--- src/rtl/sprite_pkg.sv ---
// Shared sprite geometry defaults, transparent index and frame base helper.
package sprite_pkg;

  localparam int unsigned SPR_W_D      = 64;
  localparam int unsigned SPR_H_D      = 64;
  localparam int unsigned NUM_FRAMES_D = 4;
  localparam int unsigned FRAME_DIV_D  = 6;
  localparam int unsigned ADDR_W_D     = 14;
  localparam logic [3:0]  TRANSP_IDX   = 4'd3;

  // ROM offset of animation frame f; frames are stored back to back.
  function automatic logic [31:0] FRAME_BASE(input logic [31:0] f,
                                             input logic [31:0] fsz = SPR_W_D * SPR_H_D);
    return f * fsz;
  endfunction

endpackage

--- src/rtl/anim_frame_counter.sv ---
// Animation stepper: divides frame_start pulses and cycles the frame index.
module anim_frame_counter
  import sprite_pkg::*;
#(
  parameter int unsigned NUM_FRAMES = NUM_FRAMES_D,
  parameter int unsigned FRAME_DIV  = FRAME_DIV_D
) (
  input  logic                          Clk,
  input  logic                          Reset_n,
  input  logic                          frame_start,
  input  logic                          anim_en,
  input  logic                          anim_restart,
  output logic [$clog2(NUM_FRAMES)-1:0] frame_idx
);

  localparam int unsigned FW = $clog2(NUM_FRAMES);
  localparam int unsigned DW = (FRAME_DIV > 1) ? $clog2(FRAME_DIV) : 1;

  logic [DW-1:0] div;

  // Restart wins over a coincident frame_start; otherwise step on divider wrap.
  always_ff @(posedge Clk or negedge Reset_n) begin
    if (!Reset_n) begin
      div       <= '0;
      frame_idx <= '0;
    end else if (anim_restart) begin
      div       <= '0;
      frame_idx <= '0;
    end else if (frame_start && anim_en) begin
      if (div == DW'(FRAME_DIV - 1)) begin
        div       <= '0;
        frame_idx <= (frame_idx == FW'(NUM_FRAMES - 1)) ? '0 : frame_idx + FW'(1);
      end else begin
        div <= div + DW'(1);
      end
    end
  end

endmodule

--- src/rtl/sprite_index_fetch.sv ---
// Scan position -> sprite ROM address, then ROM index + opaque flag 3 clocks later.
module sprite_index_fetch
  import sprite_pkg::*;
#(
  parameter int unsigned SPR_W      = SPR_W_D,
  parameter int unsigned SPR_H      = SPR_H_D,
  parameter int unsigned NUM_FRAMES = NUM_FRAMES_D,
  parameter int unsigned FRAME_DIV  = FRAME_DIV_D,
  parameter logic [3:0]  TRANSP     = TRANSP_IDX,
  parameter int unsigned ADDR_W     = ADDR_W_D
) (
  input  logic                          Clk,
  input  logic                          Reset_n,
  input  logic                          frame_start,
  input  logic                          anim_en,
  input  logic                          anim_restart,
  input  logic [9:0]                    sprite_x,
  input  logic [9:0]                    sprite_y,
  input  logic                          flip_h,
  input  logic [9:0]                    DrawX,
  input  logic [9:0]                    DrawY,
  output logic [ADDR_W-1:0]             rom_addr,
  input  logic [3:0]                    rom_data,
  output logic [3:0]                    index,
  output logic                          pixel_on,
  output logic [$clog2(NUM_FRAMES)-1:0] frame_idx
);

  localparam int unsigned LXW    = $clog2(SPR_W);
  localparam int unsigned LYW    = $clog2(SPR_H);
  localparam int unsigned FSZ    = SPR_W * SPR_H;
  localparam int unsigned STAGES = 1;

  logic [9:0]        sx, sy;
  logic              sflip;
  logic              in_box;
  logic [LXW-1:0]    lx, lx_m;
  logic [LYW-1:0]    ly;
  logic [ADDR_W-1:0] addr_next;
  logic [STAGES:0]   vld_pipe;

  anim_frame_counter #(
    .NUM_FRAMES (NUM_FRAMES),
    .FRAME_DIV  (FRAME_DIV)
  ) u_anim (
    .Clk          (Clk),
    .Reset_n      (Reset_n),
    .frame_start  (frame_start),
    .anim_en      (anim_en),
    .anim_restart (anim_restart),
    .frame_idx    (frame_idx)
  );

  // Position shadows only move at vblank so a frame never tears.
  always_ff @(posedge Clk or negedge Reset_n) begin
    if (!Reset_n) begin
      sx    <= '0;
      sy    <= '0;
      sflip <= 1'b0;
    end else if (frame_start) begin
      sx    <= sprite_x;
      sy    <= sprite_y;
      sflip <= flip_h;
    end
  end

  // Box test in 11 bits so a sprite hanging off the right/bottom edge cannot wrap.
  always_comb begin
    in_box = ({1'b0, DrawX} >= {1'b0, sx}) && ({1'b0, DrawX} < {1'b0, sx} + 11'(SPR_W)) &&
             ({1'b0, DrawY} >= {1'b0, sy}) && ({1'b0, DrawY} < {1'b0, sy} + 11'(SPR_H));
    lx        = LXW'(DrawX - sx);
    ly        = LYW'(DrawY - sy);
    lx_m      = sflip ? LXW'(SPR_W - 1) - lx : lx;
    addr_next = ADDR_W'(FRAME_BASE(32'(frame_idx), 32'(FSZ)) + 32'(ly) * 32'(SPR_W) + 32'(lx_m));
  end

  // Stage 1: register the ROM address; hold it outside the box to avoid needless toggling.
  always_ff @(posedge Clk or negedge Reset_n) begin
    if (!Reset_n)    rom_addr <= '0;
    else if (in_box) rom_addr <= addr_next;
  end

  // Valid bits ride alongside the ROM read latency.
  always_ff @(posedge Clk or negedge Reset_n) begin
    if (!Reset_n) vld_pipe <= '0;
    else          vld_pipe <= {vld_pipe[STAGES-1:0], in_box};
  end

  // Stage 3: index is zeroed outside the box; transparent entries are not "on".
  always_ff @(posedge Clk or negedge Reset_n) begin
    if (!Reset_n) begin
      index    <= '0;
      pixel_on <= 1'b0;
    end else begin
      index    <= vld_pipe[STAGES] ? rom_data : 4'd0;
      pixel_on <= vld_pipe[STAGES] && (rom_data != TRANSP);
    end
  end

endmodule

--- config.mk ---
export PLATFORM = sky130hd
export DESIGN_NAME = sprite_index_fetch
export DESIGN_NICKNAME = d
export VERILOG_FILES = /design/src/rtl/sprite_pkg.sv /design/src/rtl/anim_frame_counter.sv /design/src/rtl/sprite_index_fetch.sv
export SDC_FILE = /design/constraint.sdc
export NUM_CORES = 1
export LEC_CHECK = 0
export ABC_CLOCK_PERIOD_IN_PS = 3000
export CAP_MARGIN = 20
export CORE_ASPECT_RATIO = 1.5
export CORE_MARGIN = 2
export CORE_UTILIZATION = 50
export CTS_CLUSTER_DIAMETER = 150
export DETAILED_ROUTE_END_ITERATION = 10
export PLACE_DENSITY = 0.78
export SLEW_MARGIN = 20
export SYNTH_ARGS = -nofsm -noshare
export SYNTH_HDL_FRONTEND = slang
export SYNTH_HIERARCHICAL = 1
export SYNTH_SLANG_ARGS = --single-unit
--- constraint.sdc ---
create_clock -name Clk -period 3 [get_ports Clk]
set_input_delay 0.6 -clock Clk [delete_from_list [all_inputs] [get_ports Clk]]
set_output_delay 0.6 -clock Clk [all_outputs]
set_load 0.02 [all_outputs]
==> impl_results.md, run 1 <==
- Area of the multi-input gates: 1490 um^2
- Cells after synthesis: 278
- Met3 GRT Util: 3.158%
- Worst EP required: 3.18 ns
- DP Wirelength: 4.748 mm
- Fin. max-slew vios: 0
- Starting DRT DRC Count: 71
- Clock Root Buffer: clkbuf_8
- Startpoint types: input port
- Status: completed
- Clock sinks: 47
- Ys flop type: dfrtp_1
- Number of post-CTS setup repair buffers: 0
- H-tree depth: 2
- Slew @ Worst Pin: 0.5832 ns
- Grt ovf: 0
- Crit-path max cell delay: 0.45 ns
- Core area: 5450 um^2
- First-pass GRT wire length: 10.01 mm
- Diode count: 0
- Final Net Count: 441
- Max-capacitance violation count: 0
- Final worst path period share: 91.77%
- Synth area leaders: dfrtp_1 42%, ha_1 13%, o21ai_0 5.3%
- Pleak: 1.792 nW
- Worst path slowest cell: clkdlybuf4s50_1
- Fmax: 0.3632 GHz
- CTS tree: built
- Cell taking the most area after synthesis: dfrtp_1
- Clock latency on the worst-skew pair: 0.30 ns
- Crit Path Max Fanout: 9
- Design Area, Final: 3775 um^2
- Unrepaired setup endpoints after global routing: false
- FP Rows: 33
- Hold slack: 0.2949 ns
- Post-synthesis sequential area ratio: 41.54%
- Die area: 6294 um^2
- Mapped Nets: 360
- Crit end category: flop
- Vias after detailed routing: 2294
- Area Growth Syn to Fin: 33.32%
- Synth top area share: 41.54%
- Setup CP Type: in2reg
- CTS Hold Buffers Added: 0
- Setup Skew: 0.009660 ns
- Cell Pwr Density: 555.7 nW/um^2
- Setup TNS: 0 ns
- Wirelength, routed: 6.045 mm
- VDD IR max: 0.0004751 V
- Storage cell area: 1176 um^2
- Placed cell areas: 3660 um^2
- Pre-antenna DRT Iters: 4
- Met2 usage: 40.90%
- Yosys reg bits: 47
- Port buffer count: 70
- GR Util met1: 21.43%
- Final Hold Fails: 0
- Crit path cell chain: clkdlybuf4s50_1 -> ha_1 -> nor2b_1 -> nand2_1 -> a2111oi_1 -> nor4_2 -> o211ai_2 -> buf_4 -> mux2_2
- # DRC: 0
- Fillers: 432
- I/O pins: 71
- Netlist Area Pre-Place: 2831 um^2
- Post-synthesis cell type count: 44
- Post-CTS resize count: 0
- Critical path's top delay family: buffers and inverters
- Initial Util: 51.95%
- Buf+Inv Stages, Crit Path: 2
- Vias in the first global route: 2336
- CTS buffer count: 5
- Share of cells above drive strength 1: 11.11%
- Initial antenna violation count: 0
- Die Width: 65.45 um
- Worst path arrival time: 2.94 ns
- Most used routing layer: met2
- Die Height: 96.17 um
- Post-synth EDFFs: 0
- Largest net degree at the start of global routing: 48
- Routability cong.: 0.8541
- Ys Warns: 6
- FFs w/ async S/R, synth: 100.0%
- Avg Inst Size Synth: 10.19 um^2
- Routed Antenna Nets: 0
- Slew headroom: 61.12%
- CTS Buffer Depth: 2
- Hold/Removal Path Class: in2async
- Gr usage total: 20.57%
- Vias per cell: 5.335
- Wire length per cell: 14.06 um
- Worst-path clk slew: 0.09 ns
- Final setup viols: 0
- Final min period: 2.753 ns
synth_stat cells, drive strengths merged (2+ instances only):
| master | instances |
|---|---|
| nand2b | 2 |
| mux2 | 16 |
| nor2b | 5 |
| nor2 | 3 |
| nor3 | 2 |
| o21ai | 31 |
| nand3 | 3 |
| and2 | 4 |
| a21oi | 15 |
| nand4 | 2 |
| nand2 | 25 |
| xnor2 | 12 |
| and3 | 2 |
| o22ai | 2 |
| fa | 2 |
| nor4 | 2 |
| or3 | 4 |
| xor2 | 6 |
| inv | 36 |
| ha | 30 |
| nand4b | 2 |
| clkbuf | 5 |
| o211ai | 2 |
| a21o | 5 |
| dfrtp | 47 |
power by group:
part           internal [mW]  switching [mW]  leakage [nW]  total [mW]
logic                  0.445           0.370          1.14       0.815
registers              0.747          0.0689         0.592       0.816
clock network          0.248           0.219        0.0581       0.467
registers in the layout (all words and copies together), names as in the netlist:
| register | count |
|---|---|
| sx | 10 |
| sy | 10 |
| u_anim/frame_idx | 2 |
| pixel_on | 1 |
| u_anim/div | 3 |
| rom_addr | 14 |
| index | 4 |
| vld_pipe | 2 |
| sflip | 1 |
area by class of cell:
class                           count  area share (%)
Timing Repair Buffer               80           20.48
Clock buffer                        5           1.823
Sequential cell                    47           31.16
Multi-Input combinational cell    189           39.48
Inverter                           36           3.580
Tap cell                           70           2.320
Clock inverter                      3           1.160
placed cells by master, fill, tap and decap left out, drive strengths merged, types with 3 or more instances in the layout:
cell type      synthesis  layout
and2                   4       4
clkdlybuf4s50          0      69
clkbuf                 5       5
xnor2                 12      12
nor2b                  5       5
mux2                  16      16
xor2                   6       6
a21o                   5       5
dfrtp                 47      47
buf                    1      11
inv                   36      36
a21oi                 15      15
nand3                  3       3
nand2                 25      25
ha                    30      30
nor2                   3       3
or3                    4       4
o21ai                 31      31
final timing paths:
kind                        startpoint             to  slack (ns)  cells after the start
max reg2reg                      sx[6]    rom_addr[8]        0.34                      9
max                           DrawX[6]    rom_addr[8]        0.25                      9
min                            Reset_n          sx[1]        0.29                      1
min in group Clk           vld_pipe[0]    vld_pipe[1]        0.38                      0
min reg2reg                vld_pipe[0]    vld_pipe[1]        0.38                      0
max in group asynchronous      Reset_n  u_anim/div[2]        2.30                      1
layer usage:
| layer | share of wire (%) | wire, um |
|---|---|---|
| met1 | 37 | 2248 |
| met2 | 58 | 3497 |
| met3 | 3.2 | 196 |
| met4 | 1.7 | 102 |
| met5 | 0 | 0 |
per-stage QoR:
step / instances / util, % / worst slack (ns) / total power, mW
after detailed placement: 422 / 67.15 / -0.02199 / 1.644
final: 430 / 69.26 / 0.2470 / 2.098
after global placement: 422 / 67.15 / 0.02477 / 1.624
after floorplan: 278 / - / 0.4781 / 1.289
after global routing: 430 / 69.26 / 0.1200 / 2.219
after CTS: 430 / 69.21 / 0.2593 / 2.116
kinds of logic (layout without fill, tap and decap cells):
| logic type | Yosys count | after routing | synth area share (%) |
|---|---|---|---|
| XOR/XNOR | 18 | 18 | 5.568 |
| multiplexers | 17 | 17 | 7.778 |
| AO/OA/AOI/OAI | 63 | 63 | 13.43 |
| flip-flops | 47 | 47 | 41.54 |
| adder cells (fa/ha/maj) | 32 | 32 | 14.67 |
| AND/OR/NAND/NOR | 59 | 59 | 11.18 |
| buffers and inverters | 42 | 124 | 5.833 |
(Power assumes the default switching activity.)
==> inputs of run 2 (changes only) <==
- CTS_CLUSTER_SIZE: unset -> 20
==> results of run 2 <==
Final layout, timing and power as in run 1 (identical DEF).
==> edit 1: new RTL, settings of run 1 <==
Make the reset (`Reset_n`) synchronous in 5 clocked blocks.
--- a/src/rtl/anim_frame_counter.sv
+++ b/src/rtl/anim_frame_counter.sv
@@ -19,7 +19,7 @@
   logic [DW-1:0] div;
 
   // Restart wins over a coincident frame_start; otherwise step on divider wrap.
-  always_ff @(posedge Clk or negedge Reset_n) begin
+  always_ff @(posedge Clk) begin
     if (!Reset_n) begin
       div       <= '0;
       frame_idx <= '0;
--- a/src/rtl/sprite_index_fetch.sv
+++ b/src/rtl/sprite_index_fetch.sv
@@ -52,7 +52,7 @@
   );
 
   // Position shadows only move at vblank so a frame never tears.
-  always_ff @(posedge Clk or negedge Reset_n) begin
+  always_ff @(posedge Clk) begin
     if (!Reset_n) begin
       sx    <= '0;
       sy    <= '0;
@@ -75,19 +75,19 @@
   end
 
   // Stage 1: register the ROM address; hold it outside the box to avoid needless toggling.
-  always_ff @(posedge Clk or negedge Reset_n) begin
+  always_ff @(posedge Clk) begin
     if (!Reset_n)    rom_addr <= '0;
     else if (in_box) rom_addr <= addr_next;
   end
 
   // Valid bits ride alongside the ROM read latency.
-  always_ff @(posedge Clk or negedge Reset_n) begin
+  always_ff @(posedge Clk) begin
     if (!Reset_n) vld_pipe <= '0;
     else          vld_pipe <= {vld_pipe[STAGES-1:0], in_box};
   end
 
   // Stage 3: index is zeroed outside the box; transparent entries are not "on".
-  always_ff @(posedge Clk or negedge Reset_n) begin
+  always_ff @(posedge Clk) begin
     if (!Reset_n) begin
       index    <= '0;
       pixel_on <= 1'b0;
Check against the original RTL: differs if Reset_n is asserted again (counterexample within 4 cycles, from zero or initial values and one cycle with Reset_n low); with Reset_n held inactive, the same outputs for 10 cycles.
==> edit 1 against run 1 <==
  * Non-clock buffer count down 2
  * Sequential cell count unchanged
  * Setup slack better by 49 ps
  * Design area down 0.17%
  * Synthesized area up 1.1%
  * Wire length down 6.0%
  * Global-route usage down 1.0 points
  * Die area up 1.1%
  * Critical path type unchanged
  * Critical endpoint is now rom_addr[12]$_SDFFE_PN0P_
  * Clock skew down 0.84 ps
  * First-iteration DRC count up 76%
Power is not compared: it rests on default switching activity, and its combinational part moved more than twofold at a synthesized area within 25%.
==> edit 1: results (changes against run 1) <==
[metrics] Area after DPL: 3680 sq um (+0.44%)
[metrics] final worst clock skew: 8.82 ps (-0.840 ps)
[metrics] wire length of the first global-routing pass: 10.0 mm (+0.14%)
[metrics] final-stage net count: 462 (+4.8%)
[metrics] Commonest cells post-synth: sky130_fd_sc_hd__dfxtp_1 (47), sky130_fd_sc_hd__ha_1 (31), sky130_fd_sc_hd__mux2i_1 (29)
[metrics] total placed cells including tap cells: 442 (+4.7%)
[metrics] synthesized net count: 388 (+7.8%)
[metrics] adder and majority cell fraction of the synthesized area: 0.149 (+0.00270)
[metrics] mean routed wirelength per cell: 12.6 microns (-10%)
[metrics] antenna cell count: 0 (unchanged)
[metrics] worst hold slack after final layout: 454 ps (+159 ps)
[metrics] maximum clock insertion buffer count: 2 (unchanged)
[metrics] Avg Inst Size Synth: 9.39 sq um (-7.8%)
[metrics] ranking of synthesized cells by area: sky130_fd_sc_hd__dfxtp_1 (33%), sky130_fd_sc_hd__ha_1 (14%), sky130_fd_sc_hd__mux2i_1 (10%), sky130_fd_sc_hd__nor2b_1 (5.5%), sky130_fd_sc_hd__xnor2_1 (4.9%)
[metrics] met1 wire length: 2.29 mm (+1.9%)
[metrics] worst slack at placement: -36.7 ps (-14.8 ps)
[metrics] async set-reset flop share out of synthesis: 0 (-1.00)
[metrics] Hold/Removal Path Class: register to register
[metrics] Post-synth top flop: sky130_fd_sc_hd__dfxtp_1
[metrics] placed wire-length estimate after detailed placement: 4.63 mm (-2.5%)
[metrics] number of global-route vias before repair: 2352 (+0.68%)
[metrics] number of fillers in the final layout: 452 (+4.6%)
[metrics] GR Layer Usage met1: 0.211 (-0.00353)
[metrics] violation count after the first detailed-route iteration: 125 (+76%)
[metrics] GR Layer Usage met3: 0.0395 (+0.00796)
[metrics] total routing usage reported by global routing: 0.196 (-0.0102)
[metrics] gpl congestion: 0.851 (-0.42%)
[metrics] Fmax: 0.370 GHz (+1.8%)
[metrics] outcome: complete, no violations
[metrics] Register-to-Register Setup Slack: 690 ps (+350 ps)
[metrics] sequential-to-total area share from yosys stat: 0.329 (-0.0869)
[metrics] multiplexer fraction of the synthesized cell area: 0.101 (+0.0236)
[metrics] Total Routed Length: 5.68 mm (-6.0%)
[metrics] total number of vias: 2320 (+1.1%)
[metrics] synthesized-area fraction occupied by xor and xnor cells: 0.0550 (-0.000632)
[metrics] fraction of final layout cells sized beyond drive strength 1: 0.0579 (-0.0532)
[metrics] largest net degree at the start of global routing: 26 (-46%)
[metrics] count of distinct cell types in the synthesized netlist: 45 (+2.3%)
[metrics] actual slew at the worst max-slew pin: 505 ps (-78.4 ps)
edit 1: cell types whose count changed after synthesis, sizes merged, moves of 8 or more:
| cell | change |
|---|---|
| mux2 | -16 |
| nor2b | +20 |
| mux2i | +28 |
| inv | -8 |
| dfrtp | -47 |
| dfxtp | +47 |
| o21ai | -27 |
edit 1: area by class of cell:
type | instances | area (sq um) | area share
Clock buffer | 5 | 68.8 | 0.0183
Clock inverter | 3 | 23.8 | 0.00631
Inverter | 28 | 105 | 0.0279
Multi-Input combinational cell | 219 | 1770 | 0.469
Sequential cell | 47 | 941 | 0.250
Tap cell | 70 | 87.6 | 0.0232
Timing Repair Buffer | 78 | 773 | 0.205
edit 1: path summary, 6_finish.rpt:
kind                               endpoint                   start  cells past startpoint
hold reg to reg      vld_pipe[1]$_SDFF_PN0_  vld_pipe[0]$_SDFF_PN0_                      1
setup reg to reg  rom_addr[12]$_SDFFE_PN0P_      sx[6]$_SDFFE_PN0P_                     10
hold / removal       vld_pipe[1]$_SDFF_PN0_  vld_pipe[0]$_SDFF_PN0_                      1
setup / recovery  rom_addr[12]$_SDFFE_PN0P_                DrawX[0]                     11
edit 1: power breakdown:
part | internal, mW | switching, mW | total, mW | leakage (nW)
registers | 0.652 | 0.0208 | 0.673 | 0.384
logic | 0.223 | 0.180 | 0.402 | 1.22
clock network | 0.167 | 0.224 | 0.391 | 0.0408
edit 1: worst register-to-register path, delay by kind of cell (launching register included):
| family | cells | cell delay (ps) |
|---|---|---|
| AO/OA/AOI/OAI | 3 | 420 |
| XOR/XNOR | 1 | 140 |
| adder cells (fa/ha/maj) | 2 | 540 |
| buffers and inverters | 1 | 130 |
| flip-flops | 1 | 360 |
| multiplexers | 1 | 170 |
| AND/OR/NAND/NOR | 2 | 480 |
==> edit 2: new RTL, config.mk and constraints of run 1 <==
Without the edit above. The package constant `FRAME_DIV_D` goes from 6 to 8.
--- a/src/rtl/sprite_pkg.sv
+++ b/src/rtl/sprite_pkg.sv
@@ -4,7 +4,7 @@
   localparam int unsigned SPR_W_D      = 64;
   localparam int unsigned SPR_H_D      = 64;
   localparam int unsigned NUM_FRAMES_D = 4;
-  localparam int unsigned FRAME_DIV_D  = 6;
+  localparam int unsigned FRAME_DIV_D  = 8;
   localparam int unsigned ADDR_W_D     = 14;
   localparam logic [3:0]  TRANSP_IDX   = 4'd3;
 
Formal check against the unedited RTL: not equivalent (Yosys sat finds a counterexample within 10 cycles, from zero or initial values and one cycle with Reset_n low).
==> edit 2 against run 1 <==
  * Global-route usage decreased by 1.1 points
  * Setup slack worse by 140 ps
  * Utilization is 0.61 points lower
  * Design area down 0.13%
  * Critical endpoint is now rom_addr[10]$_DFFE_PN0P_
  * Maximum frequency is 4.9% lower
  * Non-clock buffer count increased by 1
  * Combinational power rose by 1%
  * Largest cell class unchanged
  * Total power decreased by 1.6%
  * Wire length shrank 4.7%
  * Critical path depth is 1 higher
  * Sequential cell count stayed put
  * Synthesized area up 0.18%
==> edit 2: results (changes against run 1) <==
[metrics] violation count after the first detailed-route iteration: 94 (+32%)
[metrics] final worst clock skew: 6.14 ps (-3.52 ps)
[metrics] GR Layer Usage met1: 0.217 (+0.00232)
[metrics] Fmax: 0.346 GHz (-4.9%)
[metrics] power density over the cells: 547 nW/um^2 (-1.5%)
[metrics] RR Endpoint: rom_addr[10]$_DFFE_PN0P_
[metrics] Max rail drop VDD: 269 uV (-43%)
[metrics] placed wire-length estimate after detailed placement: 4.59 mm (-3.3%)
[metrics] GR Layer Usage met3: 0.0292 (-0.00234)
[metrics] met2 track utilization from global routing: 0.369 (-0.0400)
[metrics] Total Routed Length: 5.76 mm (-4.7%)
[metrics] worst slack at placement: -237 ps (-215 ps)
[metrics] ranking of synthesized cells by area: sky130_fd_sc_hd__dfrtp_1 (41%), sky130_fd_sc_hd__ha_1 (14%), sky130_fd_sc_hd__mux2_4 (5.3%), sky130_fd_sc_hd__xnor2_1 (4.6%), sky130_fd_sc_hd__nand2_1 (3.7%)
[metrics] sequential-to-total area share from yosys stat: 0.415 (-0.000733)
[metrics] synthesized net count: 351 (-2.5%)
[metrics] total placed cells including tap cells: 409 (-3.1%)
[metrics] fraction of final layout cells sized beyond drive strength 1: 0.126 (+0.0153)
[metrics] number of global-route vias before repair: 2137 (-8.5%)
[metrics] sequential share of power: 0.403 (+0.014)
[metrics] wire length of the first global-routing pass: 9.39 mm (-6.2%)
[metrics] P_int: 1.40 mW (-3.0%)
[metrics] Register-to-Register Setup Slack: 320 ps (-20 ps)
[metrics] Via density: 5.22 (-2.2%)
[metrics] Static Leakage: 1.75 nW (-2.4%)
[metrics] Commonest cells post-synth: sky130_fd_sc_hd__dfrtp_1 (47), sky130_fd_sc_hd__ha_1 (32), sky130_fd_sc_hd__nand2_1 (28)
[metrics] met1 wire length: 2.31 mm (+2.7%)
[metrics] detailed-routed wire length on met3: 187 microns (-4.6%)
[metrics] Area after DPL: 3650 sq um (-0.14%)
[metrics] cell count after synthesis: 267 (-4.0%)
[metrics] final-stage net count: 431 (-2.3%)
[metrics] outcome: complete, no violations
[metrics] power attributed to the clock group: 0.407 mW (-13%)
[metrics] depth of the worst register-to-register path: 10 (+1)
[metrics] gpl congestion: 0.838 (-1.9%)
[metrics] origin of the worst setup path: DrawX[0]
[metrics] worst hold slack after final layout: 290 ps (-4.92 ps)
==> edit 2: what timing repair did <==
action                                 CTS  global route
hold buffers                             0             0
buffers inserted                         0             1
endpoints found under the hold margin    0             0
gates resized for setup                  0             1
setup endpoints to repair                0             5
==> edit 2: cell families (layout without fill, tap and decap cells) <==
family / count (synthesis) / after routing / synth area share
buffers and inverters: 35 / 116 / 0.0543
and+or+nand+nor: 59 / 59 / 0.114
adders and majority gates: 34 / 34 / 0.155
muxes: 19 / 19 / 0.0882
xor gates and xnor gates: 18 / 18 / 0.0556
AOI/OAI and AO/OA: 55 / 55 / 0.118
DFF: 47 / 47 / 0.415
==> edit 2: area by class of cell <==
cell class,count,area (sq um)
clock buffers,6,82.6
inverters,27,101
well taps,70,87.6
multi-input cells,185,1510
fillers,425,1720
repair buffers,81,793
clock inverters,2,16.3
flip-flops and latches,47,1180
